--- src/rtl/pipeline_pkg.sv ---
// Shared definitions for the five-stage MIPS pipeline registers.
// Holds the default datapath width, the bubble instruction and the IF/ID bundle type.
package pipeline_pkg;

  localparam int unsigned DEFAULT_WIDTH = 32;

  // sll $0,$0,0 encodes as all zeros; used for reset and flush bubbles.
  localparam logic [DEFAULT_WIDTH-1:0] DEFAULT_NOP_INSTR = 32'h0000_0000;

  typedef struct packed {
    logic [DEFAULT_WIDTH-1:0] pcPlus4;
    logic [DEFAULT_WIDTH-1:0] instr;
    logic                     valid;
  } if_id_t;

  function automatic if_id_t bubble();
    if_id_t b;
    b.pcPlus4 = '0;
    b.instr   = DEFAULT_NOP_INSTR;
    b.valid   = 1'b0;
    return b;
  endfunction

endpackage

--- src/rtl/pipe_reg.sv ---
// Generic pipeline register with synchronous reset, flush value and load enable.
// Priority: reset, then flush, then enable; otherwise hold.
module pipe_reg #(
  parameter int unsigned         Width    = 32,
  parameter logic [Width-1:0]    ResetVal = '0,
  parameter logic [Width-1:0]    FlushVal = '0
) (
  input  logic             clk,
  input  logic             reset,
  input  logic             enable,
  input  logic             flush,
  input  logic [Width-1:0] d,
  output logic [Width-1:0] q
);

  always_ff @(posedge clk) begin
    if (reset) begin
      q <= ResetVal;
    end else if (flush) begin
      q <= FlushVal;
    end else if (enable) begin
      q <= d;
    end
  end

endmodule

--- src/rtl/if_id_register.sv ---
// IF/ID pipeline register: registers PC+4 and the fetched instruction for decode,
// with stall (enable low), bubble insertion (flush) and a valid flag for hazard logic.
module if_id_register
  import pipeline_pkg::*;
#(
  parameter int unsigned      WIDTH     = DEFAULT_WIDTH,
  parameter logic [WIDTH-1:0] NOP_INSTR = DEFAULT_NOP_INSTR
) (
  input  logic             clk,
  input  logic             reset,
  input  logic             enable,
  input  logic             flush,
  input  logic [WIDTH-1:0] pc_plus4_in,
  output logic [WIDTH-1:0] pc_plus4_out,
  input  logic [WIDTH-1:0] instr_in,
  output logic [WIDTH-1:0] instr_out,
  output logic             valid_out
);

  pipe_reg #(
    .Width    (WIDTH),
    .ResetVal ('0),
    .FlushVal ('0)
  ) u_pc_reg (
    .clk    (clk),
    .reset  (reset),
    .enable (enable),
    .flush  (flush),
    .d      (pc_plus4_in),
    .q      (pc_plus4_out)
  );

  pipe_reg #(
    .Width    (WIDTH),
    .ResetVal (NOP_INSTR),
    .FlushVal (NOP_INSTR)
  ) u_instr_reg (
    .clk    (clk),
    .reset  (reset),
    .enable (enable),
    .flush  (flush),
    .d      (instr_in),
    .q      (instr_out)
  );

  // Any load that is neither reset nor flush carries a real fetched instruction.
  pipe_reg #(
    .Width    (1),
    .ResetVal (1'b0),
    .FlushVal (1'b0)
  ) u_valid_reg (
    .clk    (clk),
    .reset  (reset),
    .enable (enable),
    .flush  (flush),
    .d      (1'b1),
    .q      (valid_out)
  );

endmodule

--- config.mk ---
export PLATFORM = sky130hd
export DESIGN_NAME = if_id_register
export DESIGN_NICKNAME = d
export VERILOG_FILES = /design/src/rtl/pipeline_pkg.sv /design/src/rtl/pipe_reg.sv /design/src/rtl/if_id_register.sv
export SDC_FILE = /design/constraint.sdc
export NUM_CORES = 1
export LEC_CHECK = 0
export CAP_MARGIN = 40
export CELL_PAD_IN_SITES_DETAIL_PLACEMENT = 0
export CELL_PAD_IN_SITES_GLOBAL_PLACEMENT = 1
export CORE_UTILIZATION = 30
export DETAILED_ROUTE_END_ITERATION = 10
export PLACE_DENSITY = 0.82
export SLEW_MARGIN = 20
export SYNTH_ARGS = -nofsm -noshare
export SYNTH_HDL_FRONTEND = slang
export SYNTH_SLANG_ARGS = --single-unit
--- constraint.sdc ---
create_clock -name clk -period 2.1 [get_ports clk]
set_clock_uncertainty 0.2 [all_clocks]
set_input_delay 0.42 -clock clk [delete_from_list [all_inputs] [get_ports clk]]
set_output_delay 0.42 -clock clk [all_outputs]
set_load 0.1 [all_outputs]
==> results.py, run 1 <==
metrics = {
    "place": {
        "io_buffers": 132,
        "place.gp.congestion": 0.668,
        "dp_cells": 429,
        "post-dp-hpwl_um": 3630,
        "post_dp_cell_area_mm2": 0.00384,
        "dp_slack_ps": 325,
    },
    "route": {
        "ant_nets": 0,
        "drc": 0,
        "first_pass_iters": 2,
        "wl_per_cell_um": 11.9,
        "viasPerCell": 4.29,
        "drt_first_iter_violations": 43,
        "via_count": 1908,
        "drt_wl_total_um": 5300,
    },
    "cells_and_area": {
        "final_util_pct": 54.4,
        "stdcell_count": 445,
        "fill_cells": 648,
        "drive_gt1_share_pct": 23.7,
        "antenna_cells": 0,
        "nets": 409,
        "area_growth_syn_to_layout_pct": 72.2,
        "final_cell_area_mm2": 0.00403,
    },
    "synth": {
        "netlist_instances": 210,
        "synth_xor_area_share_pct": 0,
        "avgSynthCellArea_um2": 11.1,
        "ys_seq_area_share_pct": 55.6,
        "yosysMostFrequentCell": "nor2_1",
        "yosys.area.top_type_share_pct": 55.6,
        "synthTopCellsByArea": "dfxtp_1 (56%), mux2i_1 (27%), nor2_1 (11%), buf_6 (5.8%), or2_1 (0.27%)",
        "synth.distinct_cells": 7,
        "synth_ff_type": "dfxtp_1",
        "yosysTopAreaCell": "dfxtp_1",
        "synth_mux_area_share_pct": 27.4,
        "synth_compound_area_share_pct": 0,
        "synth_area_mm2": 0.00234,
        "netlist_top_cells_count": "nor2_1 (66), dfxtp_1 (65), mux2i_1 (64)",
        "synth-edff-count": 0,
        "syn_nets": 278,
        "async_flop_share_pct": 0,
        "ys.warnings.count": 0,
        "ys_ff_latch": 65,
        "yosys.area_share.simple_pct": 10.9,
        "synthAdderAreaFrac_pct": 0,
        "synth_top_family_by_area": "multiplexers",
    },
    "worst_setup_path": {
        "cp_cell_sequence": "buf_4",
        "critPathKind": "reg2out",
        "worst_path_dominant_cell_family": "flip-flops",
        "endpoint_kind": "primary output",
        "rrSetupSlack_ps": 1230,
        "crit_arrival_ps": 970,
        "cp-start-kind": "flip-flop",
        "r2r-end": "u_instr_reg.q[16]$_SDFFE_PP0P_",
        "slowest_stage": "dfxtp_1",
        "critPathMaxFanout": 2,
        "slowest_delay_ps": 350,
        "worstRegToRegCells": 2,
        "worstPathRequired_ps": 1480,
        "crit_start": "u_instr_reg.q[20]$_SDFFE_PP0P_",
        "critical_path_buf_inv_count": 1,
        "r2r_start": "u_instr_reg.q[16]$_SDFFE_PP0P_",
    },
    "clock_network": {
        "htreeDepth": 3,
        "cts_tree": "done",
        "clock_latency_ps": 330,
        "cts.hold.buffers_added": 0,
        "clock_path_buffers": 2,
        "cts_buffers": 9,
        "cts.clk_slew.worst_paths_ps": 60,
        "cts.sinks": 65,
        "cts_resized": 0,
        "post_cts_buffers": 0,
        "clock-root-buffer": "clkbuf_8",
    },
    "sta": {
        "min_period_ps": 1590,
        "slew-limit-headroom_pct": 66.5,
        "max_freq_mhz": 631,
        "setup_viol": 0,
        "period_share_pct": 75.5,
        "worst_slack_ps": 514,
        "finalSetupTns_ps": 0,
        "hold_viol_final": 0,
        "maxSlewViolCount": 0,
        "tightest_slew_ps": 502,
        "rsz0062_at_grt": "false",
        "hold_ws_ps": 268,
    },
    "pwr": {
        "p_per_area_mw_per_mm2": 743,
        "comb_power_share_pct": 22.6,
        "swShare_pct": 29.3,
        "p_total_mw": 3.00,
        "power.switching_mw": 0.876,
        "p_int_mw": 2.12,
        "power_frac_clock_pct": 33.9,
        "leakage_nw": 1.80,
        "seqPwrFrac_pct": 43.5,
        "ir_drop_mv": 0.353,
    },
    "floorplan": {
        "fp.dieH_um": 90.3,
        "core_mm2": 0.00741,
        "fp.dieArea_mm2": 0.00816,
        "io_pins": 133,
        "start_util_pct": 31.6,
        "placementRows": 31,
        "die_w_um": 90.3,
    },
    "min_path": {
        "hold_start": "u_valid_reg.q$_SDFFE_PP0P_",
        "min_path_type": "reg2reg",
        "hold-path-endpoint": "u_valid_reg.q$_SDFFE_PP0P_",
        "whs_path_depth": 2,
    },
    "status": {
        "status": "finished clean",
    },
    "global_route": {
        "grt_pass1_wl_um": 8610,
        "grt_usage_pct": 13.3,
        "grt-ovfl-total": 0,
        "grt_max_degree": 66,
        "antenna_found_initial": 0,
        "grt_pass1_vias": 1840,
    },
    "flow_run": {
        "max-cap-violations": 0,
    },
}
==> routing by layer <==
layer,wire [µm],share of wire (%),global-route usage (%)
met5,0,0,0
met4,87,1.6,6.85
met3,462,8.7,5.64
met2,2480,47,20.9
met1,2270,43,15.4
==> final cells by class <==
type / count / area [µm²] / area share [%]
multi-input combinational: 131 / 895 / 22.2
clock inverter: 3 / 40.0 / 0.993
tap: 99 / 124 / 3.07
timing repair buffer: 134 / 1520 / 37.8
sequential: 65 / 1300 / 32.3
clock buffer: 13 / 149 / 3.69
==> logic make-up (layout without fill, tap and decap cells) <==
group                  after synthesis  count (layout)
AND/OR/NAND/NOR                     67              67
buffers and inverters               14             150
flip-flops                          65              65
multiplexers                        64              64
==> worst max-delay path by stage <==
stage               cells past startpoint                     endpoint
floorplan                               0                    valid_out
global placement                        4   u_pc_reg.q[0]$_SDFFE_PP0P_
detailed placement                      4  u_pc_reg.q[17]$_SDFFE_PP0P_
CTS                                     1                instr_out[20]
global route                            1             pc_plus4_out[29]
finish                                  1                instr_out[20]
==> state kept, by name, indices dropped and copies added, names as in the netlist <==
name and flops:
u_instr_reg.q 32, u_pc_reg.q 32, u_valid_reg.q 1
==> power by group through the flow <==
stage | sequential (mW) | clock (mW) | combinational, mW
after floorplan | 1.62 | 0 | 0.148
after global placement | 1.33 | 0 | 0.677
after detailed placement | 1.33 | 0 | 0.679
after CTS | 1.30 | 1.06 | 0.681
after global routing | 1.31 | 1.11 | 0.706
final | 1.30 | 1.02 | 0.676
==> layout by cell type (no fill, tap or decap) <==
cell type and instances:
buf_12 28, buf_4 40, bufinv_16 1, clkbuf_1 3, clkbuf_8 10, clkdlybuf4s50_1 66
clkinv_2 2, dfxtp_1 65, mux2i_1 64, nor2_1 66, or2_2 1
Note: power is estimated with default switching activity, not from simulation.
==> run 2: changes to the inputs <==
CORE_UTILIZATION = 25   (was 30)
PLACE_DENSITY = 0.73   (was 0.82)
clock period = 1.4 ns   (was 2.1 ns; I/O delays follow)
==> results.py, run 2 (synthesized netlist as in run 1, its figures left out) <==
metrics = {
    "worst_setup_path": {
        "critPathKind": "reg2out",
        "endpoint_kind": "primary output",
        "critical_path_buf_inv_count": 1,
        "slowest_stage": "dfxtp_2",
        "critPathMaxFanout": 2,
        "crit_start": "u_instr_reg.q[10]$_SDFFE_PP0P_",
        "slowest_delay_ps": 370,
        "cp_cell_sequence": "buf_12",
        "crit_arrival_ps": 870,
        "cp-start-kind": "flip-flop",
        "worst_path_dominant_cell_family": "flip-flops",
        "worstPathRequired_ps": 920,
        "r2r_start": "u_instr_reg.q[29]$_SDFFE_PP0P_",
    },
    "route": {
        "wl_per_cell_um": 13.0,
        "drc": 0,
        "first_pass_iters": 3,
        "drt_first_iter_violations": 28,
        "viasPerCell": 4.17,
        "ant_nets": 0,
        "via_count": 1899,
        "drt_wl_total_um": 5900,
    },
    "pwr": {
        "p_total_mw": 4.72,
        "p_per_area_mw_per_mm2": 1010,
        "ir_drop_mv": 0.557,
        "leakage_nw": 1.96,
    },
    "sta": {
        "setup_viol": 0,
        "max_freq_mhz": 741,
        "hold_viol_final": 0,
        "rsz0062_at_grt": "false",
        "min_period_ps": 1350,
        "hold_ws_ps": 94.0,
        "period_share_pct": 96.5,
        "slew-limit-headroom_pct": 84.0,
        "tightest_slew_ps": 240,
        "maxSlewViolCount": 0,
    },
    "cells_and_area": {
        "antenna_cells": 0,
        "regArea_mm2": 0.00139,
        "final_cell_mix": "buf_12 (68), nor2_1 (66), clkdlybuf4s50_1 (66)",
        "fill_cells": 752,
        "drive_gt1_share_pct": 43.5,
        "layout_commonest_cell": "buf_12",
        "area_growth_syn_to_layout_pct": 99.3,
        "multiInputGateArea_um2": 895,
        "nets": 412,
        "largestRegisters": "u_instr_reg.q x32, u_pc_reg.q x32, u_valid_reg.q x1",
    },
    "clock_network": {
        "clock_latency_ps": 330,
        "cts_tree": "done",
        "cts.clk_slew.worst_paths_ps": 70,
        "clock-root-buffer": "clkbuf_8",
        "cts.sinks": 65,
        "htreeDepth": 3,
        "cts_buffers": 9,
        "clock_path_buffers": 2,
    },
    "floorplan": {
        "start_util_pct": 26.3,
        "fp.dieArea_mm2": 0.00975,
        "fp.dieH_um": 98.7,
        "die_w_um": 98.7,
        "placementRows": 34,
        "core_mm2": 0.00889,
        "io_pins": 133,
    },
    "global_route": {
        "grt_pass1_wl_um": 9720,
        "grt_usage_pct": 12.7,
        "grt-ovfl-total": 0,
        "antenna_found_initial": 0,
        "grt_max_degree": 53,
        "grt_pass1_vias": 1978,
    },
    "min_path": {
        "min_path_type": "in2reg",
        "hold_start": "enable",
    },
    "flow_run": {
        "max-cap-violations": 0,
    },
    "place": {
        "place.gp.congestion": 0.666,
        "post-dp-hpwl_um": 4390,
        "io_buffers": 132,
    },
    "status": {
        "status": "finished clean",
    },
}
[run 2: cell count changes in the layout (fill, tap and decap cells not counted), sizes merged]
cell and delta:
clkinvlp +1, clkbuf -1, clkinv -2, buf +3
[run 2: final timing paths]
check / cells past startpoint / end / slack (ps)
hold / removal: 3 / u_instr_reg.q[7]$_SDFFE_PP0P_ / 90
hold reg to reg: 2 / u_valid_reg.q$_SDFFE_PP0P_ / 290
setup / recovery: 1 / instr_out[10] / 50
setup reg to reg: 2 / u_instr_reg.q[29]$_SDFFE_PP0P_ / 560
[run 2: what timing repair did]
item	4_1_cts	5_1_grt
hold buffers	0	0
hold endpoints to repair	0	0
resized for setup	0	1
setup buffers	0	0
endpoints found under the setup margin	0	1
[run 2: area by class of cell]
cell class                      count  share of cell area (%)
Clock buffer                       12                    3.54
Clock inverter                      2                   0.805
Multi-Input combinational cell    131                    19.2
Sequential cell                    65                    29.7
Tap cell                          108                    2.90
Timing Repair Buffer              137                    43.9
[run 2: tightest hold or removal path, stage by stage]
cell	delay, ps
buf_4	150
mux2i_1	80
nor2_1	80
[run 2: routing by layer]
| metal | part of all wire [%] | track usage [%] |
|---|---|---|
| met4 | 1.5 | 4.48 |
| met5 | 0 | 0 |
| met1 | 43 | 15.0 |
| met3 | 8.5 | 5.74 |
| met2 | 47 | 20.4 |
[run 2: power by group]
part / leakage [nW] / switching [mW] / total, mW / internal (mW)
combinational: 1.30 / 0.619 / 1.12 / 0.502
clock: 0.101 / 0.660 / 1.61 / 0.949
sequential: 0.559 / 0.0648 / 1.99 / 1.92
[run 2: stage by stage]
| stage | cells | setup TNS (ps) | utilization (%) | area [µm²] | setup slack, ps |
|---|---|---|---|---|---|
| 2_1_floorplan | 210 | 0 | - | 2420 | 268 |
| 3_3_place_gp | 441 | -12230 | 50.1 | 4460 | -196 |
| 3_5_place_dp | 441 | -12880 | 50.1 | 4460 | -237 |
| 4_1_cts | 455 | 0 | 52.4 | 4660 | 16.0 |
| 5_1_grt | 455 | 0 | 52.4 | 4660 | 4.46 |
| 6_report | 455 | 0 | 52.4 | 4660 | 49.7 |
==> run 3: changes to the inputs <==
CORE_MARGIN = 2   (was default)
==> results.py, run 3 (synthesized netlist as in run 1, its figures left out) <==
metrics = {
    "status": {
        "status": "finished clean",
    },
    "place": {
        "io_buffers": 132,
        "post_dp_cell_area_mm2": 0.00447,
        "place.gp.congestion": 0.695,
        "post-dp-hpwl_um": 4450,
    },
    "worst_setup_path": {
        "worst_path_dominant_cell_family": "flip-flops",
        "endpoint_kind": "primary output",
        "critical_path_buf_inv_count": 1,
        "crit_arrival_ps": 860,
        "critPathMaxFanout": 2,
        "cp_cell_sequence": "buf_12",
        "cp-start-kind": "flip-flop",
        "critPathKind": "reg2out",
        "slowest_delay_ps": 360,
        "slowest_stage": "dfxtp_2",
        "worstPathRequired_ps": 920,
    },
    "sta": {
        "tightest_slew_ps": 247,
        "slew-limit-headroom_pct": 83.6,
        "hold_viol_final": 0,
        "rsz0062_at_grt": "false",
        "maxSlewViolCount": 0,
        "min_period_ps": 1340,
        "period_share_pct": 95.9,
        "max_freq_mhz": 745,
        "setup_viol": 0,
    },
    "global_route": {
        "grt_pass1_wl_um": 9520,
        "grt_pass1_vias": 1949,
        "grt_usage_pct": 12.0,
        "antenna_found_initial": 0,
        "grt-ovfl-total": 0,
        "grt_max_degree": 35,
    },
    "route": {
        "viasPerCell": 4.17,
        "drt_first_iter_violations": 46,
        "drc": 0,
        "wl_per_cell_um": 12.9,
        "ant_nets": 0,
        "via_count": 1910,
        "first_pass_iters": 6,
        "drt_wl_total_um": 5920,
    },
    "clock_network": {
        "cts_buffers": 9,
        "cts.clk_slew.worst_paths_ps": 70,
        "clock-root-buffer": "clkbuf_8",
        "clock_path_buffers": 2,
        "post_cts_buffers": 0,
        "cts_resized": 0,
        "cts_tree": "done",
        "cts.sinks": 65,
        "cts.hold.buffers_added": 0,
        "clock_latency_ps": 320,
        "htreeDepth": 3,
    },
    "pwr": {
        "p_per_area_mw_per_mm2": 977,
        "ir_drop_mv": 0.625,
        "leakage_nw": 1.95,
        "p_total_mw": 4.54,
    },
    "cells_and_area": {
        "final_cell_area_mm2": 0.00465,
        "area_growth_syn_to_layout_pct": 98.6,
        "antenna_cells": 0,
        "nets": 411,
        "final_cell_mix": "buf_12 (69), nor2_1 (66), clkdlybuf4s50_1 (66)",
        "drive_gt1_share_pct": 43.2,
        "layout_commonest_cell": "buf_12",
        "largestRegisters": "u_instr_reg.q x32, u_pc_reg.q x32, u_valid_reg.q x1",
        "fill_cells": 820,
        "final_util_pct": 50.8,
    },
    "floorplan": {
        "fp.dieH_um": 101,
        "die_w_um": 101,
        "fp.dieArea_mm2": 0.0101,
        "placementRows": 35,
        "io_pins": 133,
        "core_mm2": 0.00915,
        "start_util_pct": 25.6,
    },
    "min_path": {
        "min_path_type": "reg2reg",
    },
    "flow_run": {
        "max-cap-violations": 0,
    },
}
## run 3: through the flow
step / hold slack (ps) / setup WS, ps / cells / TNS, ps
final: 288 / 56.9 / 458 / 0
after detailed placement: 278 / -221 / 443 / -13040
after global routing: 287 / 15.6 / 458 / 0
after CTS: 268 / 29.4 / 458 / 0
after global placement: 272 / -190 / 443 / -12010
after floorplan: 227 / 268 / 210 / 0
## run 3: final timing paths
path / from / endpoint / slack, ps / cells past startpoint
worst max register to register: u_pc_reg.q[14]$_SDFFE_PP0P_ / u_pc_reg.q[14]$_SDFFE_PP0P_ / 550 / 2
worst max-delay path: u_pc_reg.q[22]$_SDFFE_PP0P_ / pc_plus4_out[22] / 60 / 1
worst min register to register: u_valid_reg.q$_SDFFE_PP0P_ / u_valid_reg.q$_SDFFE_PP0P_ / 290 / 2
worst min-delay path: u_valid_reg.q$_SDFFE_PP0P_ / u_valid_reg.q$_SDFFE_PP0P_ / 290 / 2
## run 3: area by class of cell
class                           instances  area [µm²]  area share [%]
Tap cell                              111         139            2.99
Clock inverter                          2        12.5           0.269
Timing Repair Buffer                  136        2050            44.1
Sequential cell                        65        1380            29.8
Multi-Input combinational cell        131         895            19.3
Clock buffer                           13         169            3.63
## run 3: report_power, final
part | switching, mW | leakage (nW) | internal [mW] | total, mW
clock | 0.653 | 0.0915 | 0.776 | 1.43
combinational | 0.619 | 1.30 | 0.504 | 1.12
sequential | 0.0636 | 0.559 | 1.92 | 1.99
## run 3: layer usage
layer	track usage (%)	routed length [µm]	part of all wire, %
met1	13.7	2400	41
met3	4.99	477	8.1
met5	0	0	0
met4	4.74	88	1.5
met2	19.8	2960	50
